[src/rtl/rf_debug_arbiter.sv]
// Register-file arbiter between the core and an external debug/loader requester.
// It halts the core, serves a burst of register reads and writes, then releases the core after an idle timeout.
module rf_debug_arbiter #(
   parameter int IDLE_TIMEOUT = 4,
   parameter int CNT_WIDTH    = 8
) (
   input  logic        clk,
   input  logic        reset,
   input  logic        dbg_req_valid,
   output logic        dbg_req_ready,
   input  logic        dbg_req_we,
   input  logic [4:0]  dbg_req_addr,
   input  logic [31:0] dbg_req_wdata,
   input  logic        dbg_hold,
   output logic        dbg_rsp_valid,
   output logic [31:0] dbg_rsp_rdata,
   output logic        core_stall,
   output logic        core_halted,
   output logic        mem_in_sel,
   output logic        mem_out_sel,
   output logic        rf_wr_en,
   output logic [4:0]  rf_wr_addr,
   output logic [31:0] rf_wr_data,
   output logic [4:0]  rf_rd_addr,
   input  logic [31:0] rf_rd_data
);

   typedef enum logic [1:0] {
      ST_RUN,
      ST_HALT,
      ST_ACCESS,
      ST_RELEASE
   } state_e;

   localparam logic [CNT_WIDTH-1:0] LP_CNT_LAST = CNT_WIDTH'(IDLE_TIMEOUT - 1);

   state_e               r_state;
   logic [CNT_WIDTH-1:0] r_idle_cnt;
   logic                 r_rsp_valid;
   logic [31:0]          r_rsp_rdata;

   logic w_access;
   logic w_handshake;

   assign w_access    = (r_state == ST_ACCESS);
   assign w_handshake = w_access & dbg_req_valid;

   // NOTE: every register here uses <= so all updates see the pre-edge values, whatever their order in the block.
   always_ff @(posedge clk or negedge reset) begin
      if (!reset) begin
         r_state     <= ST_RUN;
         r_idle_cnt  <= '0;
         // NOTE: the response registers sit on the async reset too, so a reset mid-burst drops any in-flight response.
         r_rsp_valid <= 1'b0;
         r_rsp_rdata <= '0;
      end else begin
         r_rsp_valid <= w_handshake;
         r_rsp_rdata <= (w_handshake && !dbg_req_we) ? rf_rd_data : '0;

         case (r_state)
            ST_RUN: begin
               if (dbg_req_valid) r_state <= ST_HALT;
            end
            ST_HALT: begin
               r_state    <= ST_ACCESS;
               r_idle_cnt <= '0;
            end
            ST_ACCESS: begin
               // A handshake in the timeout cycle wins and keeps the burst open.
               if (w_handshake || dbg_hold) begin
                  r_idle_cnt <= '0;
               end else begin
                  if (r_idle_cnt == LP_CNT_LAST) r_state <= ST_RELEASE;
                  if (r_idle_cnt != '1) r_idle_cnt <= r_idle_cnt + 1'b1;
               end
            end
            ST_RELEASE: begin
               // Always back to RUN so the core retires at least one instruction between bursts.
               r_state <= ST_RUN;
            end
            default: r_state <= ST_RUN;
         endcase
      end
   end

   assign core_stall    = (r_state != ST_RUN);
   assign core_halted   = w_access;
   assign mem_in_sel    = w_access;
   assign mem_out_sel   = w_access;
   assign dbg_req_ready = w_access;

   // x0 is immutable: the write is acknowledged but never reaches the register file.
   assign rf_wr_en   = w_handshake & dbg_req_we & (dbg_req_addr != 5'd0);
   assign rf_wr_addr = w_access ? dbg_req_addr  : '0;
   assign rf_wr_data = w_access ? dbg_req_wdata : '0;
   assign rf_rd_addr = w_access ? dbg_req_addr  : '0;

   assign dbg_rsp_valid = r_rsp_valid;
   assign dbg_rsp_rdata = r_rsp_rdata;

endmodule

[config.mk]
export PLATFORM = sky130hd
export DESIGN_NAME = rf_debug_arbiter
export DESIGN_NICKNAME = d
export VERILOG_FILES = /design/src/rtl/rf_debug_arbiter.sv
export SDC_FILE = /design/constraint.sdc
export NUM_CORES = 1
export LEC_CHECK = 0
export ABC_CLOCK_PERIOD_IN_PS = 1800
export CORE_MARGIN = 5
export CORE_UTILIZATION = 24
export CTS_BUF_LIST = sky130_fd_sc_hd__clkbuf_8
export CTS_CLUSTER_SIZE = 10
export DETAILED_ROUTE_END_ITERATION = 7
export HOLD_SLACK_MARGIN = 0.06
export SYNTH_ARGS = -nofsm -noshare
export SYNTH_HDL_FRONTEND = slang
export SYNTH_SLANG_ARGS = --single-unit
[constraint.sdc]
create_clock -name clk -period 1.8 [get_ports clk]
set_input_delay 0.18 -clock clk [delete_from_list [all_inputs] [get_ports clk]]
set_output_delay 0.18 -clock clk [all_outputs]
set_load 0.05 [all_outputs]
# [After elaboration in Yosys (flattened, before gate mapping)]
# Index checks and enable logic that the tools add are counted.
[word_totals] ff_bits=43 inputBits=74 out_inout_bits=81
[classes] n_addsub=1 muxes=10 n_eq_ne=9 reduce_logical=9 n_bitwise=3
[op_table] op="$mux W32" n=2
[op_table] op="$mux W8" n=2
[op_table] op="$pmux W8 S2" n=1
[op_table] op="$add A8 B1 Y8 const B" n=1
[op_table] op="$eq A8 B2 Y1 const B" n=1
[op_table] op="$ne A8 B8 Y1 const B" n=1
[op_table] op="$pmux W2 S4" n=1
[op_table] op="$mux W2" n=3
[op_table] op="$mux W5" n=1
[op_table] op="$reduce_bool A5 Y1" n=1
[op_table] op="$eq A2 B2 Y1 const B" n=2
[op_table] op="$ne A2 B2 Y1 const B" n=2
[op_table] op="$reduce_bool A2 Y1" n=2
[op_table] op="$and A1 B1 Y1" n=3
[op_table] op="$ne A3 B1 Y1 const B" n=1
[op_table] op="$reduce_and A3 Y1" n=1
[op_table] op="$eq A2 B1 Y1 const B" n=1
[op_table] op="$logic_not A2 Y1" n=1
[op_table] op="$ne A2 B1 Y1 const B" n=1
[op_table] op="$reduce_and A2 Y1" n=1
[op_table] op="$logic_and A1 B1 Y1" n=1
[op_table] op="$logic_not A1 Y1" n=1
[op_table] op="$logic_or A1 B1 Y1" n=1

# [Depth between registers and ports, before layout]
# Gate-level depths: netlist of the first run.
[logic_depth] word_depth=5 ltp_mapped=7

# [Worst setup path after synthesis of the first run]
# OpenSTA, ideal clock, no wires.
[synth_timing] kind="register to output" from="register r_state[0]" to="output port rf_wr_addr[4]" slack_ns=-0.657 path_stages_with_launch=7 arrival_time_ns=2.277 required_time_ns=1.620 n_path_buf=3 path_cell_list="dfrtp_1 inv_1 ha_1 clkbuf_1 clkbuf_1 and2_1 buf_4"
[synth_via] elab_chain_len=2
[synth_lines] element="start: declaration" line_no="37" rtl="state_e r_state;"
[synth_lines] element="start signal: assignment" line_no="51" rtl="r_state <= ST_RUN;"
[synth_lines] element="start signal: assignment" line_no="62" rtl="if (dbg_req_valid) r_state <= ST_HALT;"
[synth_lines] element="start signal: assignment" line_no="65" rtl="r_state <= ST_ACCESS;"
[synth_lines] element="$eq A2 B2 Y1" line_no="45" rtl="assign w_access = (r_state == ST_ACCESS);"
[synth_lines] element="net core_halted" line_no="18" rtl="output logic core_halted,"
[synth_lines] element="$mux W5"
[synth_lines] element="end: declaration" line_no="22" rtl="output logic [4:0] rf_wr_addr,"
# The timed path passes the listed nets, and every way through them passes these cells.

# [Worst setup path after layout of the first run]
[layout_timing] from="register r_state[0]" to="output port rf_wr_data[22]"
[layout_via] elab_chain_len=2
[layout_lines] element="$eq A2 B2 Y1" line_no="45"
[layout_lines] element="$mux W32" line_no="95" rtl="assign rf_wr_data = w_access ? dbg_req_wdata : '0;"
[layout_lines] element="end: declaration" line_no="23" rtl="output logic [31:0] rf_wr_data,"
# No other way between the ends.

==> results of run 1 <==
[kinds of logic after synthesis]
kind of cell    synth area share [%]
compound gates                  8.31
fa+ha+maj                       2.50
buf+inv                         6.06
flops                           53.7
mux                            0.562
simple gates                    28.8
[power by group through the flow]
| stage | Clock [uW] | Combinational (uW) | Sequential, uW |
|---|---|---|---|
| after floorplan | 0 | 2030 | 1350 |
| after global placement | 0 | 4180 | 1120 |
| after detailed placement | 0 | 4210 | 1130 |
| after CTS | 792 | 4350 | 1110 |
| after global routing | 841 | 4530 | 1120 |
| final | 756 | 4350 | 1110 |
[registers in the layout, summed over array words and instances (netlist names)]
register,flops
dbg_rsp_rdata,32
r_idle_cnt,8
r_state,2
dbg_rsp_valid,1
[worst reg2reg max path: stages (launching register included)]
cell and delay, ns:
dfrtp_1 0.41, inv_1 0.08, ha_1 0.39, nand4_1 0.15
o21bai_1 0.24, o211ai_1 0.22, o41ai_2 0.10
[synth_stat cells]
library cell	instances	share of area (%)
and2_1	69	22
dfrtp_1	43	54
buf_4	8	3.0
clkbuf_1	7	1.3
inv_1	5	0.94
nor2_1	5	0.94
ha_1	4	2.5
nand2_1	4	0.75
a21oi_1	3	0.75
nand3_1	3	0.75
nor3_1	2	0.50
a21o_1	1	0.38
a221oi_1	1	0.44
a311oi_1	1	0.44
a32o_2	1	0.56
a41oi_1	1	0.44
and2_2	1	0.38
and3_1	1	0.31
buf_2	1	0.25
buf_6	1	0.56
mux2_2	1	0.56
nand4_1	1	0.31
nand4_4	1	1.1
nand4b_1	1	0.44
nor2b_1	1	0.31
nor4_1	1	0.31
nor4b_1	1	0.44
o211a_1	1	0.50
o211ai_1	1	0.38
o21a_1	1	0.38
o21bai_1	1	0.38
o311a_1	1	0.50
o31ai_1	1	0.38
o31ai_4	1	1.1
o32a_1	1	0.50
o32ai_1	1	0.44
o41ai_2	1	0.81
or3_1	1	0.31
or3b_1	1	0.44
[timing repair]
item,CTS,global route
setup buffers,0,1
hold buffers,1,0
endpoints found under the setup margin,1,22
pin swaps,1,0
hold endpoints to repair,24,0
gates cloned,1,0
gates resized for setup,3,5
[metrics by stage]
stage	std cells	hold WS, ns	total power [uW]	utilization (%)
after CTS	438	0.414	6250	52.7
after global routing	439	0.405	6500	52.9
after global placement	428	0.214	5310	50.6
final	439	0.430	6220	52.9
after detailed placement	428	0.228	5340	50.6
after floorplan	181	-0.116	3380	-
[layout by cell type, fill, tap and decap left out, types with 2 or more instances in the layout]
cell type        instances
and2_4                  11
clkdlybuf4s50_1        105
clkbuf_8                 5
a21oi_1                  3
buf_4                    4
nor2_1                   5
inv_1                    4
nand3_1                  3
buf_12                  50
nand2_1                  4
ha_1                     3
dfrtp_1                 43
nor3_1                   2
and2_1                  59
[per-layer routing]
metal / wire length (um) / up-vias / part of all wire (%)
met1: 2510 / 840 / 38
met4: 35 / 0 / 0.53
met2: 3530 / 69 / 53
met5: 0 / - / 0
met3: 591 / 7 / 8.9
li1: - / 890 / -
[area by class of cell]
type	count	area share (%)
Clock buffer	5	1.59
Clock inverter	3	1.07
Inverter	5	0.434
Multi-Input combinational cell	116	19.8
Sequential cell	43	24.9
Tap cell	105	3.04
Timing Repair Buffer	162	49.2
[worst paths after layout]
| check | startpoint | end | slack, ns |
|---|---|---|---|
| min in group clk | rf_rd_data[1] | dbg_rsp_rdata[1] | 0.43 |
| worst min register to register | r_idle_cnt[1] | r_idle_cnt[1] | 0.54 |
| worst max-delay path | r_state[0] | rf_wr_data[22] | 0.03 |
| worst min-delay path | reset | r_idle_cnt[0] | 0.43 |
| worst max register to register | r_state[1] | r_idle_cnt[5] | 0.08 |
| max in group asynchronous | reset | dbg_rsp_rdata[1] | 0.85 |
==> impl_metrics.csv, run 1 <==
group,metric,value,unit
timing,fmax,564,MHz
cells_and_area,multiInputGateArea,857,um2
synth,synth.cell_area,0.00200,mm2
worst_setup_path,crit_family,"buffers and inverters",
clock_network,cts_tree,"done",
cells_and_area,drive_gt1_share,25.1,%
timing,fin_crit,1.77,ns
pwr,p_int,3520,uW
clock_network,cts_max_level,2,
pwr,p_sw,2700,uW
timing,rsz0062_at_grt,"yes",
synth,ys_warn_count,0,
place,place_ws,0.0822,ns
cells_and_area,fillers,705,
grt,grt_util_met3,5.17,%
synth,ys_seq_area_share,53.8,%
cells_and_area,areaGrowthSynthToFinish,116,%
grt,top_usage_layer,"met2",
worst_setup_path,crit_path_end_kind,"output pin",
route,drtAntennaViolNets,0,
floorplan,dieArea,0.0103,mm2
worst_setup_path,cp.depth,5,
floorplan,io_pins,155,
grt,grt_start_max_net_pins,33,
timing,relSlewSlack,58.8,%
worst_setup_path,required,1.62,ns
timing,maxSlewViolCount,0,
worst_setup_path,r2r_cells,6,
floorplan,initial_core_util,24.5,%
run_status,status,"finished clean",
timing,worstMarginPinSlew,0.618,ns
grt,grt.total_usage,13.0,%
pwr,p_seq_share,17.9,%
grt,grt_overflow,0,
worst_setup_path,start_kind,"register",
place,portBuffers,154,
clock_network,cts_root_buf,"clkbuf_8",
clock_network,worstSkewPairLatency,0.29,ns
clock_network,cts_buffers,5,
floorplan,core_area,0.00818,mm2
route,drc_errors,0,
place,place_area,0.00414,mm2
timing,tns,0,ns
pwr,vdd_drop_max,547,uV
run,max-cap-violations,0,
worst_setup_path,crit_slowest_cell,"dfrtp_1",
pwr,clkPwrFrac,12.2,%
worst_setup_path,critPathMaxFanout,22,
clock_network,ctsLongestPathBuffers,2,
worst_setup_path,path_buf_inv,3,
worst_setup_path,crit_type,"reg2out",
grt,antenna_found_initial,0,
route,drt_iter0_drc,30,
floorplan,rows,33,
route,vias,1806,
worst_setup_path,worstPathArrival,1.59,ns
clock_network,cts.sinks,43,
pwr,power_density,1440,mW/mm2
floorplan,die_w,101,um
worst_setup_path,path_cells,"inv_2 -> ha_4 -> bufbuf_16 -> and2_1 -> buf_12",
synth,synth.distinct_cells,39,
hold_path,hold_path_class,"in2async",
cells_and_area,fin_nets,411,
route,finalWirelength,6.66,mm
floorplan,fp.dieH,101,um
timing,layout_setup_ws,0.0271,ns
place,hpwl,5.39,mm
grt,use_met1,15.2,%
timing,fin_crit_sh,98.5,%
grt,grt_pass1_vias,1907,
place,gp_congestion,0.784,
route,dr.pass1.iters,4,
synth,synth_seq_cells,43,
cells_and_area,regArea,0.00108,mm2
timing,setup_viol,0,
grt,grtUsageMet2,22.6,%
synth,postSynthCellCount,181,
cells_and_area,antenna_cells,0,
grt,grt_pass1_wl,10.4,mm
cells_and_area,stdcell_area,0.00433,mm2
clock_network,clk_pin_slew,0.08,ns
synth,syn_avg_cell_area,11.1,um2
timing,final.setup_skew,0.00543,ns
route,routed_via_density,4.11,
worst_setup_path,slowest_delay,0.40,ns
pwr,p_leak,0.00191,uW
timing,hold_viol_final,0,
pwr,p_comb_share,70.0,%
synth,syn_nets,259,
pwr,switching_share,43.4,%
route,wl_per_cell,15.2,um
(Power assumes the default switching activity.)
==> run 2, diff against run 1 <==
--- a/config.mk
+++ b/config.mk
@@ -11,7 +11,6 @@
 export CTS_BUF_LIST = sky130_fd_sc_hd__clkbuf_8
 export CTS_CLUSTER_SIZE = 10
 export DETAILED_ROUTE_END_ITERATION = 7
-export HOLD_SLACK_MARGIN = 0.06
 export SYNTH_ARGS = -nofsm -noshare
 export SYNTH_HDL_FRONTEND = slang
 export SYNTH_SLANG_ARGS = --single-unit
==> constraint.sdc (replaced) <==
create_clock -name clk -period 1.8 [get_ports clk]
set_input_delay 0.18 -clock clk [delete_from_list [all_inputs] [get_ports clk]]
set_output_delay 0.18 -clock clk [all_outputs]
set_load 0.1 [all_outputs]
==> run 2 against run 1 <==
Via count increased by 2.5%. Global-route usage fell by 0.95 points. Sequential share of layout area up 0.27 points. Flip-flop and latch count did not move. Count of clock-buffer cells in the layout stayed put. Final area is 1.1% lower. Register-to-register slack gained 0.03 ns. Wire length decreased by 3.6%. Critical path depth down 1. Critical endpoint is now rf_wr_en. Combinational power rose by 36%.
==> impl_metrics.csv, run 2 (same netlist as run 1, synthesis figures left out) <==
group,metric,value,unit
run_status,status,"finished clean",
timing,setup_viol,0,
floorplan,io_pins,155,
grt,grt_start_max_net_pins,44,
cells_and_area,areaGrowthSynthToFinish,114,%
route,finalWirelength,6.42,mm
timing,fmax,585,MHz
clock_network,cts_buffers,5,
cells_and_area,antenna_cells,0,
timing,fin_crit_sh,95.0,%
worst_setup_path,worstPathArrival,1.53,ns
clock_network,clk_pin_slew,0.08,ns
place,portBuffers,154,
clock_network,cts_tree,"done",
cells_and_area,final_core_util,52.4,%
floorplan,core_area,0.00818,mm2
route,wl_per_cell,14.7,um
route,drc_errors,0,
clock_network,cts_max_level,2,
place,gp_congestion,0.755,
pwr,vdd_drop_max,888,uV
worst_setup_path,slowest_delay,0.42,ns
hold_path,hold_path_class,"in2async",
cells_and_area,final_common_cell,"clkdlybuf4s50_1",
worst_setup_path,regToRegStartpoint,"r_state[0]",
pwr,power_density,1850,mW/mm2
worst_setup_path,crit_slowest_cell,"clkdlybuf4s50_1",
cells_and_area,mostFrequentLayoutCells,"clkdlybuf4s50_1 (72), buf_12 (51), dfrtp_1 (43), buf_4 (36), and2_1 (32)",
worst_setup_path,crit_path_end_kind,"output pin",
route,vias,1852,
cells_and_area,largest_reg_flops,32,
timing,fin_crit,1.71,ns
route,routed_via_density,4.23,
grt,antenna_found_initial,0,
clock_network,worstSkewPairLatency,0.29,ns
run,max-cap-violations,0,
clock_network,cts.sinks,43,
grt,grt_pass1_vias,1947,
route,dr.pass1.iters,4,
worst_setup_path,crit_type,"in2out",
timing,hold_viol_final,0,
clock_network,cts_root_buf,"clkbuf_8",
worst_setup_path,start_kind,"primary input",
grt,grt_pass1_wl,9.77,mm
worst_setup_path,r2r_slack,0.11,ns
worst_setup_path,required,1.62,ns
timing,maxSlewViolCount,0,
grt,grt_overflow,0,
floorplan,dieArea,0.0103,mm2
timing,relSlewSlack,74.0,%
worst_setup_path,path_cells,"clkdlybuf4s50_1 -> or3_1 -> o311a_2 -> buf_12",
timing,rsz0062_at_grt,"no",
clock_network,ctsLongestPathBuffers,2,
cells_and_area,fin_cells,438,
floorplan,fp.dieH,101,um
worst_setup_path,r2r_cells,5,
worst_setup_path,path_buf_inv,2,
place,hpwl,5.33,mm
pwr,finalPower,7910,uW
timing,worstMarginPinSlew,0.390,ns
worst_setup_path,critPathMaxFanout,2,
route,drt_iter0_drc,47,
grt,grt.total_usage,12.1,%
floorplan,die_w,101,um
floorplan,rows,33,
cells_and_area,fillers,711,
place,place_inst,429,
cells_and_area,drive_gt1_share,42.9,%
cells_and_area,fin_nets,410,
pwr,p_leak,0.00199,uW
worst_setup_path,r2r-end,"r_idle_cnt[1]",
worst_setup_path,crit_family,"buffers and inverters",
route,drtAntennaViolNets,0,
floorplan,initial_core_util,24.5,%
timing,final.setup_skew,0.00488,ns
[run 2: worst min-delay path, cell delays in order]
cell and delay (ns):
dlygate4sd3_1 0.52, buf_2 0.12, buf_12 0.23
[run 2: per-layer routing]
layer | global-route usage, % | routed length, um
met5 | 0 | 0
met4 | 3.99 | 105
met3 | 4.34 | 746
met2 | 21.0 | 3090
met1 | 13.8 | 2480
[run 2: layout make-up]
type / count / area [um2] / share of cell area, %
Inverter: 5 / 22.5 / 0.526
Clock inverter: 3 / 63.8 / 1.49
Multi-Input combinational cell: 116 / 892 / 20.8
Tap cell: 105 / 131 / 3.07
Timing Repair Buffer: 161 / 2030 / 47.3
Clock buffer: 5 / 68.8 / 1.61
Sequential cell: 43 / 1080 / 25.1
[run 2: worst max path at each step]
stage | from | end | slack [ns] | cells after the start
3_3_place_gp | dbg_req_addr[3] | rf_wr_en | 0.07 | 4
5_1_grt | r_state[0] | r_idle_cnt[1] | 0.009 | 5
2_1_floorplan | r_state[0] | rf_wr_addr[4] | -0.14 | 6
3_5_place_dp | dbg_req_valid | r_state[1] | 0.03 | 5
4_1_cts | r_state[0] | core_halted | 0.0007 | 5
6_report | dbg_req_addr[3] | rf_wr_en | 0.09 | 4
[run 2: stage by stage]
step	setup WS (ns)	TNS [ns]	hold slack, ns	area (um2)
after floorplan	-0.139	-0.598	-0.116	2170
after global placement	0.0715	0	0.174	4130
after detailed placement	0.0348	0	0.181	4130
after CTS	0.000730	0	0.393	4270
after global routing	0.00880	0	0.424	4280
final	0.0899	0	0.385	4280
[run 2: report_power, final]
part | switching, uW | total [uW] | internal (uW)
Combinational | 3840 | 5920 | 2080
Sequential | 51.1 | 1110 | 1060
Clock | 322 | 871 | 549
Total | 4210 | 7910 | 3690
[run 2: what timing repair did]
item                                   4_1_cts  5_1_grt
hold buffers                                 1        0
setup endpoints to repair                   46       46
gates resized for setup                      1        2
setup buffers                                0        0
endpoints found under the hold margin       43        0
